## config.mk

```make
export PLATFORM = sky130hd
export DESIGN_NAME = fp_convert_ctrl
export DESIGN_NICKNAME = d
export VERILOG_FILES = /design/src/rtl/fp_convert_ctrl.sv
export SDC_FILE = /design/constraint.sdc
export NUM_CORES = 1
export LEC_CHECK = 0
export ABC_AREA = 0
export ABC_CLOCK_PERIOD_IN_PS = 5300
export CORE_ASPECT_RATIO = 0.7
export CORE_MARGIN = 5
export CORE_UTILIZATION = 55
export CTS_CLUSTER_DIAMETER = 40
export DETAILED_ROUTE_END_ITERATION = 6
export GPL_TIMING_DRIVEN = 0
export PLACE_DENSITY_LB_ADDON = 0.12
export SLEW_MARGIN = 0
export SYNTH_ARGS = -nofsm -noshare
export SYNTH_HDL_FRONTEND = slang
export SYNTH_SLANG_ARGS = --single-unit
export TNS_END_PERCENT = 100
```

## constraint.sdc

```tcl
create_clock -name clk -period 5.3 [get_ports clk]
set_clock_uncertainty 0.15 [all_clocks]
set_input_delay 0.53 -clock clk [delete_from_list [all_inputs] [get_ports clk]]
set_output_delay 0.53 -clock clk [all_outputs]
set_load 0.05 [all_outputs]
```

## src/rtl/fp_convert_ctrl.sv

```systemverilog
// Multi-cycle 12-bit two's-complement to 8-bit float (sign, 3-bit exponent, 4-bit significand)
// converter: one serial normalization shift per cycle, round-to-nearest on the fifth bit.
module fp_convert_ctrl (
  input  logic        clk,
  input  logic        rst,
  input  logic        start,
  input  logic [11:0] d,
  output logic        s,
  output logic [2:0]  e,
  output logic [3:0]  f,
  output logic        busy,
  output logic        done
);

  typedef enum logic [2:0] {
    IDLE,
    ABS,
    NORM,
    ROUND,
    DONE
  } state_t;

  state_t      state;
  state_t      state_nxt;
  logic [11:0] d_reg;
  logic [10:0] mag;
  logic [2:0]  exp_cnt;

  logic [11:0] d_neg;
  logic [10:0] mag_abs;
  logic        norm_stop;
  logic [3:0]  sig;
  logic        fifth;
  logic [4:0]  sig_inc;
  logic [3:0]  f_rnd;
  logic [2:0]  e_rnd;

  // -2048 has no positive 12-bit counterpart, so its magnitude clamps to 2047.
  always_comb begin
    d_neg   = -d_reg;
    mag_abs = d_reg[10:0];
    if (d_reg[11]) begin
      mag_abs = (d_reg == 12'h800) ? 11'h7FF : d_neg[10:0];
    end
  end

  assign norm_stop = mag[10] || (exp_cnt == 3'd0);

  always_comb begin
    sig     = mag[10:7];
    fifth   = mag[6];
    sig_inc = {1'b0, sig} + 5'd1;
    f_rnd   = sig;
    e_rnd   = exp_cnt;
    if (fifth) begin
      if (!sig_inc[4]) begin
        f_rnd = sig_inc[3:0];
      end else if (exp_cnt != 3'd7) begin
        f_rnd = 4'b1000;
        e_rnd = exp_cnt + 3'd1;
      end else begin
        f_rnd = 4'b1111;
        e_rnd = 3'd7;
      end
    end
  end

  always_ff @(posedge clk or posedge rst) begin
    if (rst) begin
      state <= IDLE;
    end else begin
      state <= state_nxt;
    end
  end

  always_comb begin
    state_nxt = state;
    case (state)
      IDLE:    if (start) state_nxt = ABS;
      ABS:     state_nxt = NORM;
      NORM:    if (norm_stop) state_nxt = ROUND;
      ROUND:   state_nxt = DONE;
      DONE:    state_nxt = IDLE;
      default: state_nxt = IDLE;
    endcase
  end

  // Result registers only change in ROUND, so s/e/f hold between conversions.
  always_ff @(posedge clk or posedge rst) begin
    if (rst) begin
      d_reg   <= 12'd0;
      mag     <= 11'd0;
      exp_cnt <= 3'd0;
      s       <= 1'b0;
      e       <= 3'd0;
      f       <= 4'd0;
      busy    <= 1'b0;
      done    <= 1'b0;
    end else begin
      case (state)
        IDLE: begin
          if (start) begin
            d_reg <= d;
            busy  <= 1'b1;
          end
        end
        ABS: begin
          mag     <= mag_abs;
          exp_cnt <= 3'd7;
        end
        NORM: begin
          if (!norm_stop) begin
            mag     <= {mag[9:0], 1'b0};
            exp_cnt <= exp_cnt - 3'd1;
          end
        end
        ROUND: begin
          s    <= d_reg[11];
          e    <= e_rnd;
          f    <= f_rnd;
          done <= 1'b1;
          busy <= 1'b0;
        end
        DONE: begin
          done <= 1'b0;
        end
        default: begin
          done <= 1'b0;
        end
      endcase
    end
  end

endmodule

```

==> impl_metrics.tcl <==
set metrics [dict create \
    crit_path_end_kind "register" \
    worstSetupPathType "reg -> reg" \
    worstPathArrival_ns 2.17 \
    hold_viol 0 \
    die-area_um2 5234 \
    worst-path-buf-inv 2 \
    syn_to_final_growth_pct 19.75 \
    min_delay_worst_endpoint "f[0]" \
    syn-num-nets 240 \
    tns_ns 0 \
    timing.rr.end "mag[6]" \
    ys_types 48 \
    fin_nets 271 \
    synth_top_family_by_area "simple AND/OR/NAND/NOR gates" \
    grt_use_total_pct 18.46 \
    htreeDepth 2 \
    yosysTopAreaCellShare_pct 45.86 \
    hp-class "reg -> reg" \
    min_path_cells 2 \
    critical-path-top-delay-family "simple AND/OR/NAND/NOR gates" \
    synthFlopType "dfrtp_1" \
    num_vias 1687 \
    syn_area_per_cell_um2 9.674 \
    r2r_cells 7 \
    yosysSeqAreaShare_pct 45.86 \
    cp_max_fo 10 \
    synth_warnings 0 \
    post_cts_buffers 0 \
    max-slew-margin-rel_pct 46.51 \
    finalWirelength_um 4379 \
    ioPinCount 25 \
    drtIter0Drc 99 \
    reg2reg_from "d_reg[1]" \
    muxShareOfSynthArea_pct 4.644 \
    synth_fa_ha_area_share_pct 2.939 \
    worst_pin_slew_ns 0.8012 \
    ctsHoldBuffers 0 \
    synth-compound-area-share_pct 18.28 \
    numPortBuffers 24 \
    intPower_uw 969.6 \
    ant_nets 0 \
    syn-cell-area_um2 2128 \
    routedWlPerCell_um 14.50 \
    start_util_pct 58.70 \
    clock-sinks 39 \
    synth-xor-area-share_pct 1.235 \
    grt_pass1_wl_um 7514 \
    synthArstFlopShare_pct 100.0 \
    reg2reg_slack_ns 3.15 \
    power_frac_comb_pct 51.8 \
    max_freq_mhz 465.7 \
    cts-root-buf "clkbuf_8" \
    ir_drop_mv 0.4213 \
    p_leak_uw 0.001106 \
    drt-pass1-iter-count 4 \
    p_seq_share_pct 33.3 \
    place_area_um2 2431 \
    cts_tree "yes" \
    rsz0062_at_grt "no" \
    antenna_found_initial 0 \
    slowest_stage "nor4_1" \
    dieWidth_um 84.35 \
    synth.ff_latch_count 39 \
    diodes 0 \
    period_share_pct 40.52 \
    p_total_uw 1751 \
    rows 18 \
    dp_hpwl_um 3170 \
    p_sw_uw 780.9 \
    synth_simple_gate_area_share_pct 21.05 \
    synth.area.top_cells "dfrtp_1 46%, nand2_1 4.9%, o21ai_0 4.7%" \
    largest_register_ffs 12 \
    final_cell_mix "39 x dfrtp_1, 28 x nand2_1, 24 x clkdlybuf4s50_1, 20 x o21ai_0, 13 x nor2_1" \
    grt-ovfl-total 0 \
    synth_edf_count 0 \
    clock_power_share_pct 15.0 \
    p_per_area_nw_per_um2 686.8 \
    core_um2 3626 \
    drv_slew 0 \
    design_area_um2 2549 \
    max_stage_delay_ns 0.44 \
    cap_violations 0 \
    start_kind "register" \
    grt_pass1_vias 1549 \
    gp_congestion 0.8644 \
    clock_path_buffers 2 \
    clk_latency_ns 0.29 \
    mostFrequentLayoutCell "dfrtp_1" \
    path_clk_slew_ns 0.08 \
    min_from "f[0]" \
    viasPerCell 5.586 \
    cts_buffers 5 \
    outcome "complete, no violations" \
    post_cts_resized 0 \
    path_cells "inv_1, ha_1, nor2b_1, and4_1, buf_6, nor4_1, o21ai_1" \
    synth_cells 220 \
    grt_max_degree 40 \
    dieHeight_um 62.05 \
    drive_above_1_share_pct 13.89 \
    setup_viol 0 \
    fin_crit_ns 2.147 \
    switching_share_pct 44.61 \
    worstPathRequired_ns 5.32 \
    yosys.area.top_type "dfrtp_1" \
    drc_errors 0 \
]
## cell type report
cell class / instances / area [µm²]
multi-input cells: 156 / 1025
clock buffers: 6 / 82.58
well taps: 50 / 62.56
clock inverters: 2 / 35.03
plain buffers: 13 / 82.58
repair buffers: 24 / 240.2
inverters: 12 / 45.04
fillers: 286 / 1077
flip-flops and latches: 39 / 975.9
## synth_stat cells, types with 4 or more instances
library cell  count
mux2_2            7
ha_1              5
nor2b_1           4
dfrtp_1          39
o21ai_1          11
nor2_1           13
buf_2             6
a21oi_1           4
a211oi_1          4
nor3b_1           4
nor4_1            5
nor3_1            7
inv_1            12
nand2_1          28
o21ai_0          20
## through the flow
step           utilization [%]  instances  worst slack, ns  hold WS (ns)
2_1_floorplan                -        220            3.531        0.2998
3_3_place_gp             67.05        294            2.866        0.3115
3_5_place_dp             67.05        294            2.970        0.3151
4_1_cts                  70.29        302            3.150        0.3343
5_1_grt                  70.29        302            3.044        0.3557
6_report                 70.29        302            3.153        0.3263
## metal layers
| layer | up-vias | part of all wire (%) | GRT usage [%] |
|---|---|---|---|
| met4 | 0 | 0.37 | 6.321 |
| met5 | - | 0 | 0 |
| met1 | 791 | 55 | 27.69 |
| met3 | 2 | 4.6 | 4.480 |
| met2 | 36 | 40 | 26.18 |
| li1 | 858 | - | - |
## logic make-up (layout without fill, tap and decap cells)
group | count (synthesis) | after routing
AOI/OAI and AO/OA | 60 | 60
adders and majority gates | 5 | 5
and+or+nand+nor | 79 | 79
xor gates and xnor gates | 3 | 3
buffers and inverters | 25 | 57
muxes | 9 | 9
DFF | 39 | 39
## worst register-to-register path: stages, from the launching register on
cell	delay [ns]
dfrtp_1	0.43
inv_1	0.10
ha_1	0.25
nor2b_1	0.18
and4_1	0.21
buf_6	0.14
nor4_1	0.44
o21ai_1	0.13
## worst max-delay path by stage
| stage | start | endpoint | depth (start not counted) |
|---|---|---|---|
| 2_1_floorplan | d_reg[1] | mag[4] | 7 |
| 3_3_place_gp | rst | mag[5] | 2 |
| 4_1_cts | f[1] | f[1] | 1 |
| 3_5_place_dp | start | d_reg[11] | 4 |
| 5_1_grt | d_reg[1] | mag[6] | 7 |
| 6_report | d_reg[1] | mag[6] | 7 |
## power groups by stage
stage                     Combinational [µW]  Clock, µW  Sequential, µW
after global placement                   889          0             578
final                                    907        262             582
after detailed placement                 906          0             584
after floorplan                          569          0             681
after global routing                    1010        278             603
after CTS                                910        264             580
Power figures use the tool's default switching activity.
